[config.mk]
export PLATFORM = sky130hd
export DESIGN_NAME = food_spawn_ctrl
export DESIGN_NICKNAME = d
export VERILOG_FILES = /design/src/rtl/food_spawn_ctrl.sv
export SDC_FILE = /design/constraint.sdc
export NUM_CORES = 1
export LEC_CHECK = 0
export ABC_AREA = 0
export BUFFER_PORTS_ARGS = -buffer_cell sky130_fd_sc_hd__buf_2
export CAP_MARGIN = 20
export CORE_ASPECT_RATIO = 1.25
export CORE_MARGIN = 3
export CORE_UTILIZATION = 58
export CTS_CLUSTER_DIAMETER = 100
export DETAILED_ROUTE_END_ITERATION = 10
export PLACE_DENSITY_LB_ADDON = 0.1
export SLEW_MARGIN = 0
export SYNTH_ARGS = -nofsm -noshare
export SYNTH_HDL_FRONTEND = slang
export SYNTH_SLANG_ARGS = --single-unit
[constraint.sdc]
create_clock -name clk -period 3.36 [get_ports clk]
set_input_delay 0.336 -clock clk [delete_from_list [all_inputs] [get_ports clk]]
set_output_delay 0.336 -clock clk [all_outputs]
set_load 0.01 [all_outputs]
[src/rtl/food_spawn_ctrl.sv]
// food_spawn_ctrl
//   Places one food item on the GRID_W x GRID_H playfield. A spawn request
//   draws random candidates from the external x/y generator and checks each
//   one against the occupancy map. Out-of-range or occupied candidates count
//   as failed tries. After MAX_TRIES failures the block scans the board in
//   row-major order and takes the first free cell. If the whole board is
//   occupied it reports failure.
//
// Ports
//   clk, reset          system clock, asynchronous active-high reset
//   spawn_req           single-cycle placement request (ignored while busy)
//   clear_food          food eaten; drops food_valid on the next edge
//   rnd_x, rnd_y        random coordinate from the generator
//   lfsr_step           one-cycle pulse that advances the generator
//   query_valid         query_x/query_y are being presented to the map
//   query_x, query_y    cell under test
//   query_occupied      map answer, valid QUERY_LAT cycles after presentation
//   food_x, food_y      placed food cell
//   food_valid          food currently on the board
//   busy                placement in progress
//   done                one-cycle pulse on successful placement
//   fail                one-cycle pulse when no free cell exists
module food_spawn_ctrl #(
  parameter int unsigned GRID_W    = 10,
  parameter int unsigned GRID_H    = 10,
  parameter int unsigned MAX_TRIES = 8,
  parameter int unsigned QUERY_LAT = 1
) (
  input  logic       clk,
  input  logic       reset,
  input  logic       spawn_req,
  input  logic       clear_food,
  input  logic [3:0] rnd_x,
  input  logic [3:0] rnd_y,
  output logic       lfsr_step,
  output logic       query_valid,
  output logic [3:0] query_x,
  output logic [3:0] query_y,
  input  logic       query_occupied,
  output logic [3:0] food_x,
  output logic [3:0] food_y,
  output logic       food_valid,
  output logic       busy,
  output logic       done,
  output logic       fail
);

  localparam logic [2:0] S_IDLE   = 3'd0;
  localparam logic [2:0] S_SAMPLE = 3'd1;
  localparam logic [2:0] S_QUERY  = 3'd2;
  localparam logic [2:0] S_PLACE  = 3'd3;
  localparam logic [2:0] S_SCAN   = 3'd4;
  localparam logic [2:0] S_FAIL   = 3'd5;

  localparam logic [3:0] X_LAST    = 4'(GRID_W - 1);
  localparam logic [3:0] Y_LAST    = 4'(GRID_H - 1);
  localparam logic [3:0] TRY_LIMIT = 4'(MAX_TRIES);
  localparam logic [1:0] LAT_LAST  = 2'(QUERY_LAT);

  logic [2:0] state_q, state_d;
  logic [3:0] tries_q, tries_d;
  logic [1:0] lat_q, lat_d;
  logic [3:0] cand_x_q, cand_x_d;
  logic [3:0] cand_y_q, cand_y_d;
  logic [3:0] food_x_q, food_x_d;
  logic [3:0] food_y_q, food_y_d;
  logic       food_valid_q, food_valid_d;

  logic       place_go;
  logic       failed_try;
  logic       ans_valid;
  logic       cand_last;
  logic [3:0] tries_inc;

  // The map answer for the presented cell is sampled on the final hold cycle.
  assign ans_valid = (lat_q == LAT_LAST);
  assign cand_last = (cand_x_q == X_LAST) && (cand_y_q == Y_LAST);
  assign tries_inc = tries_q + 4'd1;

  always_comb begin
    state_d    = state_q;
    tries_d    = tries_q;
    lat_d      = lat_q;
    cand_x_d   = cand_x_q;
    cand_y_d   = cand_y_q;
    lfsr_step  = 1'b0;
    place_go   = 1'b0;
    failed_try = 1'b0;

    case (state_q)
      S_IDLE: begin
        if (spawn_req) begin
          state_d   = S_SAMPLE;
          tries_d   = '0;
          lfsr_step = 1'b1;
        end
      end

      S_SAMPLE: begin
        cand_x_d = rnd_x;
        cand_y_d = rnd_y;
        lat_d    = '0;
        if ((rnd_x > X_LAST) || (rnd_y > Y_LAST)) begin
          failed_try = 1'b1;
        end else begin
          state_d = S_QUERY;
        end
      end

      S_QUERY: begin
        if (ans_valid) begin
          if (!query_occupied) begin
            state_d  = S_PLACE;
            place_go = 1'b1;
          end else begin
            failed_try = 1'b1;
          end
        end else begin
          lat_d = lat_q + 2'd1;
        end
      end

      S_SCAN: begin
        if (ans_valid) begin
          lat_d = '0;
          if (!query_occupied) begin
            state_d  = S_PLACE;
            place_go = 1'b1;
          end else if (cand_last) begin
            state_d = S_FAIL;
          end else if (cand_x_q == X_LAST) begin
            cand_x_d = '0;
            cand_y_d = cand_y_q + 4'd1;
          end else begin
            cand_x_d = cand_x_q + 4'd1;
          end
        end else begin
          lat_d = lat_q + 2'd1;
        end
      end

      S_PLACE: state_d = S_IDLE;
      S_FAIL:  state_d = S_IDLE;
      default: state_d = S_IDLE;
    endcase

    if (failed_try) begin
      tries_d = tries_inc;
      if (tries_inc == TRY_LIMIT) begin
        state_d  = S_SCAN;
        cand_x_d = '0;
        cand_y_d = '0;
        lat_d    = '0;
      end else begin
        state_d   = S_SAMPLE;
        lfsr_step = 1'b1;
      end
    end
  end

  // Food registers load on entry to PLACE so the new position and food_valid
  // are visible in the same cycle as the done pulse; clear_food is overridden
  // both on that entry edge and during PLACE itself.
  always_comb begin
    food_x_d     = food_x_q;
    food_y_d     = food_y_q;
    food_valid_d = food_valid_q;
    if (clear_food) begin
      food_valid_d = 1'b0;
    end
    if (place_go) begin
      food_x_d     = cand_x_q;
      food_y_d     = cand_y_q;
      food_valid_d = 1'b1;
    end else if (state_q == S_PLACE) begin
      food_valid_d = 1'b1;
    end
  end

  always_ff @(posedge clk or posedge reset) begin
    if (reset) begin
      state_q      <= S_IDLE;
      tries_q      <= '0;
      lat_q        <= '0;
      cand_x_q     <= '0;
      cand_y_q     <= '0;
      food_x_q     <= '0;
      food_y_q     <= '0;
      food_valid_q <= 1'b0;
    end else begin
      state_q      <= state_d;
      tries_q      <= tries_d;
      lat_q        <= lat_d;
      cand_x_q     <= cand_x_d;
      cand_y_q     <= cand_y_d;
      food_x_q     <= food_x_d;
      food_y_q     <= food_y_d;
      food_valid_q <= food_valid_d;
    end
  end

  assign query_valid = (state_q == S_QUERY) || (state_q == S_SCAN);
  assign query_x     = cand_x_q;
  assign query_y     = cand_y_q;
  assign food_x      = food_x_q;
  assign food_y      = food_y_q;
  assign food_valid  = food_valid_q;
  assign busy        = (state_q != S_IDLE);
  assign done        = (state_q == S_PLACE);
  assign fail        = (state_q == S_FAIL);

endmodule

# Yosys cells after proc, flatten, opt, wreduce, memory -nomap -nowiden
# Cells that the tools add are included.
# word_totals
ff_bits	26
inputBits	13
out_inout_bits	22
elab_cells	86
# classes
add_sub_neg	4
n_lt_le_gt_ge	2
eq_ne	15
mux	46
n_reduce_logical	11
# op_table
op	count
4-bit 2-to-1 mux	15
3-bit 2-to-1 mux	9
4-bit one-hot mux with 2 select lines	2
3-bit != test (second input constant)	5
1-bit 2-to-1 mux	13
4-bit by 1-bit adder with 4-bit output (second input constant)	3
4-bit equality test (second input constant)	3
3-bit one-hot mux with 4 select lines	1
4-bit > comparator (second input constant)	2
2-bit 2-to-1 mux	4
3-bit by 2-bit equality test with 1-bit output (second input constant)	2
3-bit equality test (second input constant)	2
2-bit one-hot mux with 3 select lines	1
6-bit AND reduction	1
3-bit nonzero test	2
4-bit != test (second input constant)	1
2-bit nonzero test	2
3-bit by 1-bit equality test with 1-bit output (second input constant)	1
3-bit zero test	1
2-bit by 1-bit adder with 2-bit output (second input constant)	1
2-bit by 1-bit equality test with 1-bit output (second input constant)	1
1-bit logical OR	2
1-bit one-hot mux with 2 select lines	1
2-bit AND reduction	1
2 further kinds	2

# Depth between registers and ports, before layout
# logic_depth
ltp_word	8
ltp_mapped	7
ltp_nobuf	6

# Least setup slack after synthesis
# No wires, ideal clock.
# synth_timing
path_kind	reg2out
from	reg lat_q[1]
to	out lfsr_step
arrival_time_ns	1.391
t_required_ns	3.024
setup_slack_ns	1.633
path_stages_with_launch	5
n_path_buf	0
cell_sequence	dfrtp_1 nand3b_1 nor3_2 nor2_1 o21ai_1
# synth_between
elab_chain_len	4
# synth_rtl
item	line	source
start, declared	62	logic [1:0] lat_q, lat_d;
start signal, assigned	193	lat_q <= lat_d;
2-bit by 1-bit equality test with 1-bit output	76	assign ans_valid = (lat_q == LAT_LAST);
1-bit 2-to-1 mux	111	if (ans_valid) begin
1-bit one-hot mux with 2 select lines	90	case (state_q)
1-bit 2-to-1 mux	147	if (failed_try) begin
end, declared	35	output logic lfsr_step,
# Every way passes these cells.

# Worst setup path in the final report
# layout_timing
from	reg state_q[0]
to	out lfsr_step
# layout_between
elab_chain_len	4
word_cells_on_any_way	7
classes_between	eq/ne: 2; mux: 4; reduce/logical: 1
# layout_rtl
item	line	source
start, declared	60	logic [2:0] state_q, state_d;
start signal, assigned	191	state_q <= state_d;
3-bit zero test	90	
1-bit 2-to-1 mux	90	
1-bit 2-to-1 mux	149	if (tries_inc == TRY_LIMIT) begin
1-bit 2-to-1 mux *	147	
# Mark *: on every way between the ends. The rest lies on a longest branch, timed or not.

==> reports/metrics.yaml <==
run_status:
  status: "complete, no violations"
cts:
  clock-sinks: 26
  clock_latency_ns: 0.32
  postCtsResizedCells: 0
  clk_path_buf_depth: 2
  cts_setup_buffers: 0
  clk_pin_slew_worst_paths_ns: 0.15
  cts_tree: "done"
  cts.htree.levels: 1
  cts_made_buffers: 3
  root_buffer: "clkbuf_4"
  ctsHoldBuffers: 0
sta:
  hold_violations: 0
  tightestPinTransition_ns: 0.9993
  post-route-period-util_pct: 72.78
  whs_ns: 0.2205
  max_slew_margin_pct: 33.30
  fin_crit_ns: 2.445
  max_freq_mhz: 409.0
  tns_ns: 0
  postLayoutSetupSlackWorst_ns: 0.9147
  drv_slew: 0
  skew_ns: 0.008283
  setup_violations: 0
  rsz0062_at_grt: "no"
cells_and_area:
  fillers: 206
  multiInputGateArea_um2: 943.4
  regArea_um2: 650.6
  syn_to_final_growth_pct: 13.19
  mostFrequentLayoutCell: "buf_2"
  nets: 224
  fin_area_mm2: 0.001889
  drive_above_1_share_pct: 22.44
  n_antenna_cell: 0
  final_cell_mix: "buf_2, dfrtp_1, nand2_1"
global_routing:
  grt_start_max_net_pins: 27
  met2_usage_pct: 37.88
  antenna_found_initial: 0
  gr-usage-all-layers_pct: 23.31
  use_met1_pct: 30.67
  grt_overflow: 0
  grtUsageMet3_pct: 2.257
  grt_pass1_vias: 1413
  grt_pass1_wl_mm: 6.216
  busiest_layer: "met2"
placement:
  place_area_mm2: 0.001837
  pre_cts_slack_ns: 1.237
  port_buffers: 34
  hpwlAfterDp_mm: 2.833
  place_congestion: 0.8988
logic_synthesis:
  ys_seq_area_share_pct: 38.98
  synth_area_per_cell_um2: 9.538
  synth-edff-count: 0
  synth_nets: 193
  synth_area_mm2: 0.001669
  synth_area_leaders: "dfrtp_1, mux2_1, ha_1"
  ys_warn_count: 0
  async_reset_ff_share_pct: 100.0
  yosys.area.top_type: "dfrtp_1"
  synthCells: 175
  synthFlopType: "dfrtp_1"
  synth_top_area_share_pct: 38.98
  synth_seq_cells: 26
  synth_cell_types: 54
worst_setup_path:
  path_buf_inv: 1
  cp_max_fo: 15
  cp-start-kind: "register"
  worstPathCellList: "or3b_1, a21oi_4, nor2_1, o21ai_1, buf_2"
  max_stage_delay_ns: 0.65
  worstSetupPathType: "reg2out"
  critPathArrivalTime_ns: 2.11
  rrSetupSlack_ns: 1.19
  r2r_end: "food_y[2]"
  rr_startpoint: "state_q[1]"
  critPathRequiredTime_ns: 3.02
  cpMaxStageDelayCell: "dfrtp_1"
  r2r_cells: 4
  endpoint_kind: "output port"
  cp_top_family: "flip-flops"
power:
  ir_drop_uv: 568.3
  p_seq_share_pct: 38.5
  p_int_mw: 0.9330
  power_mw: 1.655
  p_per_area_mw_per_mm2: 875.7
  p_sw_share_pct: 43.61
  power_frac_clock_pct: 13.0
  pwr-share-comb_pct: 48.4
  p_leak_nw: 0.8860
  power_switching_mw: 0.7215
floorplanning:
  die_x_um: 53.98
  die_y_um: 65.98
  core_mm2: 0.002706
  num_io_pins: 35
  die-area_mm2: 0.003561
  start_util_pct: 61.67
  std_cell_rows: 21
routing:
  dr.first_iter.drc_count: 51
  vias_per_cell: 6.297
  firstDrtPassIters: 4
  vias: 1505
  post-route-drc-count: 0
  wl_per_cell_um: 16.14
  drt-total-wl_mm: 3.858
  antenna_left: 0
run:
  drv_cap: 0
hold_path:
  hold_path_class: "in2async"
-- per-layer routing --
metal / vias to the layer above / wire, um
met1: 725 / 1632
met2: 59 / 1941
met4: 0 / 89
met5: - / 0
li1: 713 / -
met3: 8 / 194
-- worst register-to-register path, stage by stage, from the launching register on --
cell,delay [ns]
dfrtp_1,0.71
nand2b_1,0.23
a21oi_1,0.25
and3b_1,0.51
mux2_1,0.38
-- worst max path at each step --
stage               start         to  cells past startpoint
2_1_floorplan    lat_q[1]  lfsr_step                      4
3_3_place_gp   state_q[1]  food_x[0]                      4
3_5_place_dp   state_q[1]  food_y[2]                      4
4_1_cts        state_q[0]  lfsr_step                      5
5_1_grt        state_q[1]  lfsr_step                      5
6_report       state_q[0]  lfsr_step                      5
-- flip-flops by register name, indices dropped and copies added (netlist names) --
| signal | cells |
|---|---|
| query_x | 4 |
| food_y | 4 |
| food_valid | 1 |
| lat_q | 2 |
| state_q | 3 |
| query_y | 4 |
| food_x | 4 |
| tries_q | 4 |
-- cell type report --
cell class	count	area share [%]
clock buffer	3	1.192
clock inverter	1	1.589
inverter	8	1.589
multi-input combinational	133	49.93
sequential	26	34.44
tap	34	2.252
timing repair buffer	34	9.007
-- cell families (layout without fill, tap and decap cells) --
logic type               count (synthesis)  in the layout  synth area share, %
XOR/XNOR                                 1              1               0.5248
multiplexers                             9              9                5.997
AO/OA/AOI/OAI                           53             53                22.64
adder cells (fa/ha/maj)                  5              5                3.748
buffers and inverters                   16             46                4.498
AND/OR/NAND/NOR                         65             65                23.61
flip-flops                              26             26                38.98
-- Yosys cell counts (all sizes together) (2+ instances only) --
library cell	number
mux2	8
nand3	7
and3	2
nand4	2
a31oi	5
nor3	4
nor2	9
nor3b	3
inv	8
a31o	2
a21boi	2
ha	5
o21ai	10
nor4	2
nand2b	6
a22oi	4
a21oi	11
a2bb2oi	3
buf	8
and3b	4
nand3b	3
o22a	2
nor2b	5
dfrtp	26
nand2	11
or3b	2
or3	2
-- metrics by stage --
stage / cells / util, %
global route: 239 / 69.81
CTS: 239 / 69.81
detailed placement: 235 / 67.87
floorplan: 175 / -
finish: 239 / 69.81
global placement: 235 / 67.87
-- power by group through the flow --
stage	clock network, mW	logic (mW)	registers [mW]
after floorplan	0	0.575	0.615
after global placement	0	0.785	0.633
after detailed placement	0	0.801	0.644
after CTS	0.223	0.805	0.637
after global routing	0.235	0.887	0.670
final	0.216	0.801	0.638
(Power assumes the default switching activity.)
